File: src/rtl/pdecoder_16_accum_if.sv
// Index-stream input and reconstructed-mask output bundle for pdecoder_16_accum.
// Handshake: a transfer happens on a rising clock edge where valid && ready are
// both high; the source holds its payload stable while valid && !ready.
interface pdecoder_16_accum_if #(
   parameter int WIDTH = 16,
   parameter int IDX_W = 4
);
   logic             in_valid;
   logic             in_ready;
   logic [IDX_W-1:0] in_idx;
   logic             in_zero;
   logic             in_last;
   logic             out_valid;
   logic             out_ready;
   logic [WIDTH-1:0] out_mask;
   logic [IDX_W:0]   out_count;
   logic             out_dup;

   // Producer of index beats and consumer of results.
   modport master (
      output in_valid, in_idx, in_zero, in_last, out_ready,
      input  in_ready, out_valid, out_mask, out_count, out_dup
   );

   // The reconstructor itself.
   modport slave (
      input  in_valid, in_idx, in_zero, in_last, out_ready,
      output in_ready, out_valid, out_mask, out_count, out_dup
   );
endinterface

File: src/rtl/pdecoder_16_accum.sv
// Rebuilds a 16-bit mask from the index list produced by the leading-one
// encoder. Index 0 names the MSB. Each group ends with an in_last beat, and its
// mask, popcount and duplicate flag are then held in a registered output slot.
module pdecoder_16_accum #(
   parameter int WIDTH = 16,
   parameter int IDX_W = 4
) (
   input  logic                   clk,
   input  logic                   reset_n,
   pdecoder_16_accum_if.slave     bus
);

   logic [WIDTH-1:0] acc_q, acc_d;
   logic [IDX_W:0]   cnt_q, cnt_d;
   logic             dup_q, dup_d;
   logic             out_valid_q, out_valid_d;
   logic [WIDTH-1:0] out_mask_q, out_mask_d;
   logic [IDX_W:0]   out_count_q, out_count_d;
   logic             out_dup_q, out_dup_d;

   logic             accept;
   logic             hit;
   logic [WIDTH-1:0] bit_oh;
   logic [WIDTH-1:0] acc_upd;
   logic [IDX_W:0]   cnt_upd;
   logic             dup_upd;

   // The output slot can take a new result when empty or being drained this cycle.
   assign bus.in_ready  = reset_n && (!out_valid_q || bus.out_ready);
   assign accept        = bus.in_valid && bus.in_ready;

   assign bus.out_valid = out_valid_q;
   assign bus.out_mask  = out_mask_q;
   assign bus.out_count = out_count_q;
   assign bus.out_dup   = out_dup_q;

   // Working values after folding in the current beat (zero-marker beats add nothing).
   always_comb begin
      bit_oh = '0;
      bit_oh[IDX_W'(WIDTH-1) - bus.in_idx] = 1'b1;
      hit     = |(acc_q & bit_oh);
      acc_upd = acc_q;
      cnt_upd = cnt_q;
      dup_upd = dup_q;
      if (!bus.in_zero) begin
         acc_upd = acc_q | bit_oh;
         if (hit) begin
            dup_upd = 1'b1;
         end else begin
            cnt_upd = cnt_q + {{IDX_W{1'b0}}, 1'b1};
         end
      end
   end

   // Next state: accumulate, close a group into the output slot, drain the slot.
   always_comb begin
      acc_d       = acc_q;
      cnt_d       = cnt_q;
      dup_d       = dup_q;
      out_valid_d = out_valid_q;
      out_mask_d  = out_mask_q;
      out_count_d = out_count_q;
      out_dup_d   = out_dup_q;
      if (out_valid_q && bus.out_ready) begin
         out_valid_d = 1'b0;
      end
      if (accept) begin
         if (bus.in_last) begin
            // A last beat can land in the same edge that drains the old result.
            out_valid_d = 1'b1;
            out_mask_d  = acc_upd;
            out_count_d = cnt_upd;
            out_dup_d   = dup_upd;
            acc_d       = '0;
            cnt_d       = '0;
            dup_d       = 1'b0;
         end else begin
            acc_d = acc_upd;
            cnt_d = cnt_upd;
            dup_d = dup_upd;
         end
      end
   end

   // State registers; reset discards any partial group and pending result.
   always_ff @(posedge clk or negedge reset_n) begin
      if (!reset_n) begin
         acc_q       <= '0;
         cnt_q       <= '0;
         dup_q       <= 1'b0;
         out_valid_q <= 1'b0;
         out_mask_q  <= '0;
         out_count_q <= '0;
         out_dup_q   <= 1'b0;
      end else begin
         acc_q       <= acc_d;
         cnt_q       <= cnt_d;
         dup_q       <= dup_d;
         out_valid_q <= out_valid_d;
         out_mask_q  <= out_mask_d;
         out_count_q <= out_count_d;
         out_dup_q   <= out_dup_d;
      end
   end

endmodule

File: src/flat_wrapper.sv
// flat-port wrapper written by rule: the top's interface ports become plain ports
module pdecoder_16_accum_flat 
#(
   parameter int WIDTH = 16,
   parameter int IDX_W = 4
)
  (clk, reset_n, bus_in_valid, bus_in_idx, bus_in_zero, bus_in_last, bus_out_ready, bus_in_ready, bus_out_valid, bus_out_mask, bus_out_count, bus_out_dup);
  pdecoder_16_accum_if #(.WIDTH(WIDTH), .IDX_W(IDX_W)) bus_i ();
  input  logic clk;
  input  logic reset_n;
  input wire logic [$bits(bus_i.in_valid)-1:0] bus_in_valid;
  input wire logic [$bits(bus_i.in_idx)-1:0] bus_in_idx;
  input wire logic [$bits(bus_i.in_zero)-1:0] bus_in_zero;
  input wire logic [$bits(bus_i.in_last)-1:0] bus_in_last;
  input wire logic [$bits(bus_i.out_ready)-1:0] bus_out_ready;
  output wire logic [$bits(bus_i.in_ready)-1:0] bus_in_ready;
  output wire logic [$bits(bus_i.out_valid)-1:0] bus_out_valid;
  output wire logic [$bits(bus_i.out_mask)-1:0] bus_out_mask;
  output wire logic [$bits(bus_i.out_count)-1:0] bus_out_count;
  output wire logic [$bits(bus_i.out_dup)-1:0] bus_out_dup;
  assign bus_i.in_valid = bus_in_valid;
  assign bus_i.in_idx = bus_in_idx;
  assign bus_i.in_zero = bus_in_zero;
  assign bus_i.in_last = bus_in_last;
  assign bus_i.out_ready = bus_out_ready;
  assign bus_in_ready = bus_i.in_ready;
  assign bus_out_valid = bus_i.out_valid;
  assign bus_out_mask = bus_i.out_mask;
  assign bus_out_count = bus_i.out_count;
  assign bus_out_dup = bus_i.out_dup;
  pdecoder_16_accum #(.WIDTH(WIDTH), .IDX_W(IDX_W)) u_core (.clk(clk), .reset_n(reset_n), .bus(bus_i));
endmodule
File: config.mk
export PLATFORM = sky130hd
export DESIGN_NAME = pdecoder_16_accum_flat
export DESIGN_NICKNAME = d
export VERILOG_FILES = /design/src/rtl/pdecoder_16_accum_if.sv /design/src/rtl/pdecoder_16_accum.sv /design/src/flat_wrapper.sv
export SDC_FILE = /design/constraint.sdc
export NUM_CORES = 1
export LEC_CHECK = 0
export ABC_CLOCK_PERIOD_IN_PS = 2300
export BUFFER_PORTS_ARGS = -buffer_cell sky130_fd_sc_hd__buf_4
export CAP_MARGIN = 5
export CELL_PAD_IN_SITES_DETAIL_PLACEMENT = 2
export CELL_PAD_IN_SITES_GLOBAL_PLACEMENT = 2
export CORE_ASPECT_RATIO = 1.25
export CORE_MARGIN = 2
export CORE_UTILIZATION = 35
export CTS_BUF_LIST = sky130_fd_sc_hd__clkbuf_8
export CTS_CLUSTER_SIZE = 28
export DETAILED_ROUTE_END_ITERATION = 8
export PLACE_DENSITY = 0.84
export SETUP_SLACK_MARGIN = 0.2
export SLEW_MARGIN = 20
export SYNTH_ARGS = -nofsm -noshare
export SYNTH_HDL_FRONTEND = slang
export SYNTH_SLANG_ARGS = --single-unit
File: constraint.sdc
create_clock -name clk -period 2.3 [get_ports clk]
set_input_delay 0.23 -clock clk [delete_from_list [all_inputs] [get_ports clk]]
set_output_delay 0.23 -clock clk [all_outputs]
set_load 0.01 [all_outputs]
# [Word level (Yosys, flattened, before mapping)]
# Index checks and enable logic that the tools add are counted.
[op_classes] order_cmp=2 n_mux=13 n_addsub=2 reduce_logical=8 bitwise=2
[ops] cell="$mux W16" count=2
[ops] cell="$and A16 B16 Y16" count=1
[ops] cell="$or A16 B16 Y16" count=1
[ops] cell="$reduce_or A16 Y1" count=1
[ops] cell="$mux W5" count=3
[ops] cell="$mux W1" count=7
[ops] cell="$add A5 B1 Y5 const B" count=1
[ops] cell="$lt A4 B5 Y1 const B" count=1
[ops] cell="$demux W1 S4" count=1
[ops] cell="$ge A4 B1 Y1 const B" count=1
[ops] cell="$logic_and A1 B1 Y1" count=4
[ops] cell="$sub A4 B4 Y4 const A" count=1
[ops] cell="$reduce_and A2 Y1" count=1
[ops] cell="$logic_not A1 Y1" count=1
[ops] cell="$logic_or A1 B1 Y1" count=1
[totals] ff_bits=45 word_cells=34 output_inout_bits=24 in_bits=10

# [Depth between registers and ports, before layout]
[logic_depth] ltp_word=10 mapped_depth=8 depth_no_buf=6

# [Worst setup path after synthesis]
# No wires, ideal clock.
[synth_timing] kind="input to register" startpoint="in bus_in_idx[0]" endpoint="reg u_core.cnt_q[4]" path_buffers=0 path_slack_ns=0.465 required_time_ns=2.174 setup_time_ns=0.126 cell_stages=6 arrival_time_ns=1.709 path_cell_list="nor2b_1 -> a221oi_1 -> a21oi_1 -> a221o_1 -> or2_0 -> a221o_1"
[synth_between] elab_chain_len=10 word_cells_on_any_way=11 classes_between="add/sub (1); order compare (2); mux (5); bitwise (1); reduce/logical (2)"
[synth_lines] item="from (decl)" line="flat_wrapper.sv:12" rtl="input wire logic [$bits(bus_i.in_idx)-1:0] bus_in_idx;"
[synth_lines] item="$sub A4 B4 Y4 *" line="pdecoder_16_accum.sv:40" rtl="bit_oh[IDX_W'(WIDTH-1) - bus.in_idx] = 1'b1;"
[synth_lines] item="$lt A4 B5 Y1 (implied by the code) / $ge A4 B1 Y1 (equally long branches)" line="pdecoder_16_accum.sv:40"
[synth_lines] item="$logic_and A1 B1 Y1 (implied by the code)" line="pdecoder_16_accum.sv:40"
[synth_lines] item="$mux W1 (implied by the code)" line="pdecoder_16_accum.sv:40"
[synth_lines] item="$demux W1 S4 *"
[synth_lines] item="$and A16 B16 Y16 *" line="pdecoder_16_accum.sv:41" rtl="hit = |(acc_q & bit_oh);"
[synth_lines] item="$reduce_or A16 Y1 *" line="pdecoder_16_accum.sv:41"
[synth_lines] item="$mux W5 *" line="pdecoder_16_accum.sv:47" rtl="if (hit) begin"
[synth_lines] item="$mux W5 *" line="pdecoder_16_accum.sv:45" rtl="if (!bus.in_zero) begin"
[synth_lines] item="$mux W5 *" line="pdecoder_16_accum.sv:68" rtl="if (bus.in_last) begin"
[synth_lines] item="to (signal assigned)" line="pdecoder_16_accum.sv:97" rtl="cnt_q <= cnt_d;"
[synth_lines] item="to (decl)" line="pdecoder_16_accum.sv:14" rtl="logic [IDX_W:0] cnt_q, cnt_d;"
# Mark *: on every way between the ends. The rest lies on a longest branch, timed or not.
# A chain may end at the register's enable or synchronous reset.

# [Worst setup path in the final report]
[layout_timing] startpoint="reg u_core.acc_q[13]" endpoint="reg u_core.cnt_q[4]"
[layout_between] elab_chain_len=5
[layout_lines] item="from (decl)" line="pdecoder_16_accum.sv:13" rtl="logic [WIDTH-1:0] acc_q, acc_d;"
[layout_lines] item="from (signal assigned)" line="pdecoder_16_accum.sv:88" rtl="acc_q <= '0;"
[layout_lines] item="from (signal assigned)" line="pdecoder_16_accum.sv:96" rtl="acc_q <= acc_d;"
[layout_lines] item="$and A16 B16 Y16" line="pdecoder_16_accum.sv:41"
[layout_lines] item="$reduce_or A16 Y1" line="pdecoder_16_accum.sv:41"
[layout_lines] item="$mux W5" line="pdecoder_16_accum.sv:47"
[layout_lines] item="$mux W5" line="pdecoder_16_accum.sv:45"
[layout_lines] item="$mux W5" line="pdecoder_16_accum.sv:68"
# Every way passes these cells.

==> results.md <==
- Outcome: finished clean
- First-pass DRT Iterations: 4
- Peak supply drop: between 200 and 300 µV
- Vias in the first global route: around 2000
- Count of different cell masters after synthesis: 35
- Dpl hpwl: approximately 4.4 mm
- Async set or reset register ratio after synthesis: 100%
- Post-Synthesis Cell Area: around 0.0021 mm²
- Clock Pin Slew Worst Setup and Hold Paths: 0.09 ns
- CTS Buf Count: 5
- Slew of the pin with the lowest slew margin: about 0.67 ns
- Worst setup SP type: flip-flop
- Number of flops mapped to enable cells by yosys: 0
- DRT iter0 DRCs: 80
- Die Footprint: around 0.0066 mm²
- Worst Hold Class: in -> reg
- Commonest cells post-synth: 45 x dfrtp_1, 28 x nand2_1, 25 x nor2_1, 24 x a21oi_1
- Clk sinks: 45
- Clk network pwr share: 26.9%
- Synthesized flop and latch total: 45
- Post-layout util: 44.3%
- # H-tree levels: 2
- Nets: ~270
- Total power: 0.00175 W
- Aggregate global-route resource usage: between 20% and 30%
- Post-synth top area cell: dfrtp_1
- Min-Delay Path Depth: 3
- Std-Cell Rows: 31
- Worst path required time: 2.49 ns
- Synth Area per Inst: about 9.3 µm²
- Initial antenna violation count: 0
- Tmin final: just under 2 ns
- Detail Route Antenna Nets: 0
- Reg2reg start: u_core.acc_q[13]$_DFFE_PN0P_
- Port Buffer Count: 33
- Via-per-instance ratio: between 5 and 6
- Final setup TNS: 0 ns
- Data arrival, critical path: between 2 and 2.5 ns
- Static Leak: approximately 1.2 nW
- Skew final: 0.00806 ns
- Gr ovfl total: 0
- Psw: 0.000517 W
- R2R depth: 5
- Core region area: between 0.005 and 0.006 mm²
- Total wire length: 6.34 mm
- Top post-synthesis cells by area: dfrtp_1 54%, a21oi_1 5.8%, a31oi_1 5.1%
- Clock latency on the worst-skew pair: roughly 0.3 ns
- CTS tree: done
- Max-cap violations: 0
- CP Capture Point: u_core.cnt_q[4]$_DFFE_PN0P_
- Unrepaired setup endpoints after global routing: no
- Initial Utilization: 35.9%
- Final period util: 85.9%
- Largest net degree at the start of global routing: 36
- Via count: about 1900
- Setup violations, final: 0
- # diodes: 0
- First-pass GRT wire length: roughly 11 mm
- Combinational Power Share: 20.0%
- Share of the synthesized area in the top cell type: 54.2%
- Worst-path maximum fanout: 5
- Layout cells sized above 1: about a fifth
- Synthesized net count: between 200 and 250
- Routed len/inst: 19.3 µm
- Relative slew slack: a little under three fifths
- Worst Setup End Kind: flip-flop
- Hold Vio Cnt, Final: 0
- Die height: ~90 µm
- Sw Ratio: around 30%
- Syn-to-layout area delta: 23.2%
- Dominant cell by count in the synthesized netlist: dfrtp_1
- Fmax: between 500 and 600 MHz
- Post-route DRC violation count: 0
- Die width: ~73 µm
- Pwr per Cell Area: about 700 mW/mm²
- Seq/Total Area, Yosys: 54.2%
- Internal power: approximately 0.0012 W
- GPL Wtd Cong: around 0.8
- Max-slew violation count: 0
- Dominant synthesized flop cell: dfrtp_1
- Warnings from Yosys: 0
- Setup slack, reg-to-reg: 0.32 ns
- Synth Instances: ~220
- Worst Path Class, Setup: reg -> reg
- Sequential share of power: ~53%
- CP startpoint: u_core.acc_q[13]$_DFFE_PN0P_
- Reg-to-reg endpoint: u_core.cnt_q[4]$_DFFE_PN0P_
- Max clock buf depth: 2
- I/O pins: 34
- CTS Root Cell: clkbuf_8
==> kinds of logic (layout without fill, tap and decap cells) <==
| group | count (synthesis) | count (layout) | synth area share [%] |
|---|---|---|---|
| adders and majority gates | 1 | 1 | 0.602 |
| xor gates and xnor gates | 1 | 1 | 0.422 |
| AOI/OAI and AO/OA | 81 | 82 | 24.1 |
| DFF | 45 | 45 | 54.2 |
| buffers and inverters | 14 | 53 | 2.53 |
| and+or+nand+nor | 81 | 81 | 18.1 |
==> metrics by stage <==
| stage | instances | area, µm² | worst slack, ns | hold slack [ns] |
|---|---|---|---|---|
| finish | 329 | 2560 | 0.324 | 0.220 |
| global route | 329 | 2560 | 0.203 | 0.238 |
| CTS | 326 | 2520 | 0.211 | 0.222 |
| detailed placement | 317 | 2420 | 0.135 | 0.0781 |
| global placement | 317 | 2420 | 0.214 | 0.0766 |
| floorplan | 223 | 2080 | 0.465 | -0.0656 |
==> layout by cell type (no fill, tap or decap), types with 2 or more instances in the layout <==
| cell type | instances |
|---|---|
| dfrtp_1 | 45 |
| or3_1 | 3 |
| and3_1 | 2 |
| a21oi_1 | 23 |
| inv_1 | 2 |
| a22oi_1 | 3 |
| nor2b_1 | 6 |
| a221oi_1 | 3 |
| nand2_1 | 28 |
| and2_1 | 5 |
| nor3_1 | 3 |
| clkinv_2 | 2 |
| a221o_1 | 2 |
| o21ai_0 | 17 |
| nand2b_1 | 3 |
| a31oi_1 | 17 |
| clkbuf_8 | 5 |
| o21ai_1 | 4 |
| nor3b_1 | 2 |
| o21a_1 | 2 |
| nor2_1 | 25 |
| buf_4 | 43 |
==> routing by layer <==
metal  part of all wire [%]  vias to the layer above  global-route usage, %
met4                    1.1                        0                   6.02
met2                     54                       33                   36.5
met1                     42                      983                   25.7
met3                    2.7                        7                   3.36
li1                       -                      884                      -
met5                      0                        -                      0
==> worst max-delay path, cell delays in order (launching register included) <==
cell      delay, ns
dfrtp_1        0.42
a221oi_1       0.33
a31oi_1        0.16
a221o_2        0.43
or2_0          0.23
a221o_1        0.29
==> layout make-up <==
| class | instances | area, µm² |
|---|---|---|
| Clock buffer | 5 | 68.8 |
| Clock inverter | 3 | 13.8 |
| Fill cell | 644 | 3220 |
| Inverter | 1 | 3.75 |
| Multi-Input combinational cell | 165 | 931 |
| Sequential cell | 45 | 1130 |
| Tap cell | 66 | 82.6 |
| Timing Repair Buffer | 44 | 333 |
==> what timing repair did <==
action	in CTS	in global routing
resized for setup	2	2
hold buffers	1	0
pin swaps	0	1
hold endpoints to repair	10	0
setup endpoints to repair	4	4
setup buffers	0	2
cloned	0	1
==> sequential cells by signal, indices dropped and copies added (netlist names) <==
name,cells
u_core.bus.out_valid,1
u_core.bus.out_dup,1
u_core.bus.out_mask,16
u_core.bus.out_count,5
u_core.cnt_q,5
u_core.dup_q,1
u_core.acc_q,16
==> worst min-delay path by stage <==
stage / startpoint / endpoint / slack, ns
floorplan: reset_n / u_core.acc_q[0]$_DFFE_PN0P_ / -0.07
global placement: reset_n / u_core.bus.out_valid$_DFF_PN0_ / 0.08
detailed placement: reset_n / u_core.bus.out_valid$_DFF_PN0_ / 0.08
CTS: bus_out_ready / u_core.bus.out_valid$_DFF_PN0_ / 0.22
global route: bus_out_ready / u_core.bus.out_valid$_DFF_PN0_ / 0.24
finish: bus_out_ready / u_core.bus.out_valid$_DFF_PN0_ / 0.22
==> power by group through the flow <==
stage | sequential [W] | combinational, W | clock (W)
after floorplan | 0.000956 | 0.000147 | 0
after global placement | 0.000942 | 0.000326 | 0
after detailed placement | 0.000946 | 0.000340 | 0
after CTS | 0.000931 | 0.000346 | 0.000494
after global routing | 0.000943 | 0.000395 | 0.000522
final | 0.000930 | 0.000351 | 0.000472
Power figures use the tool's default switching activity.
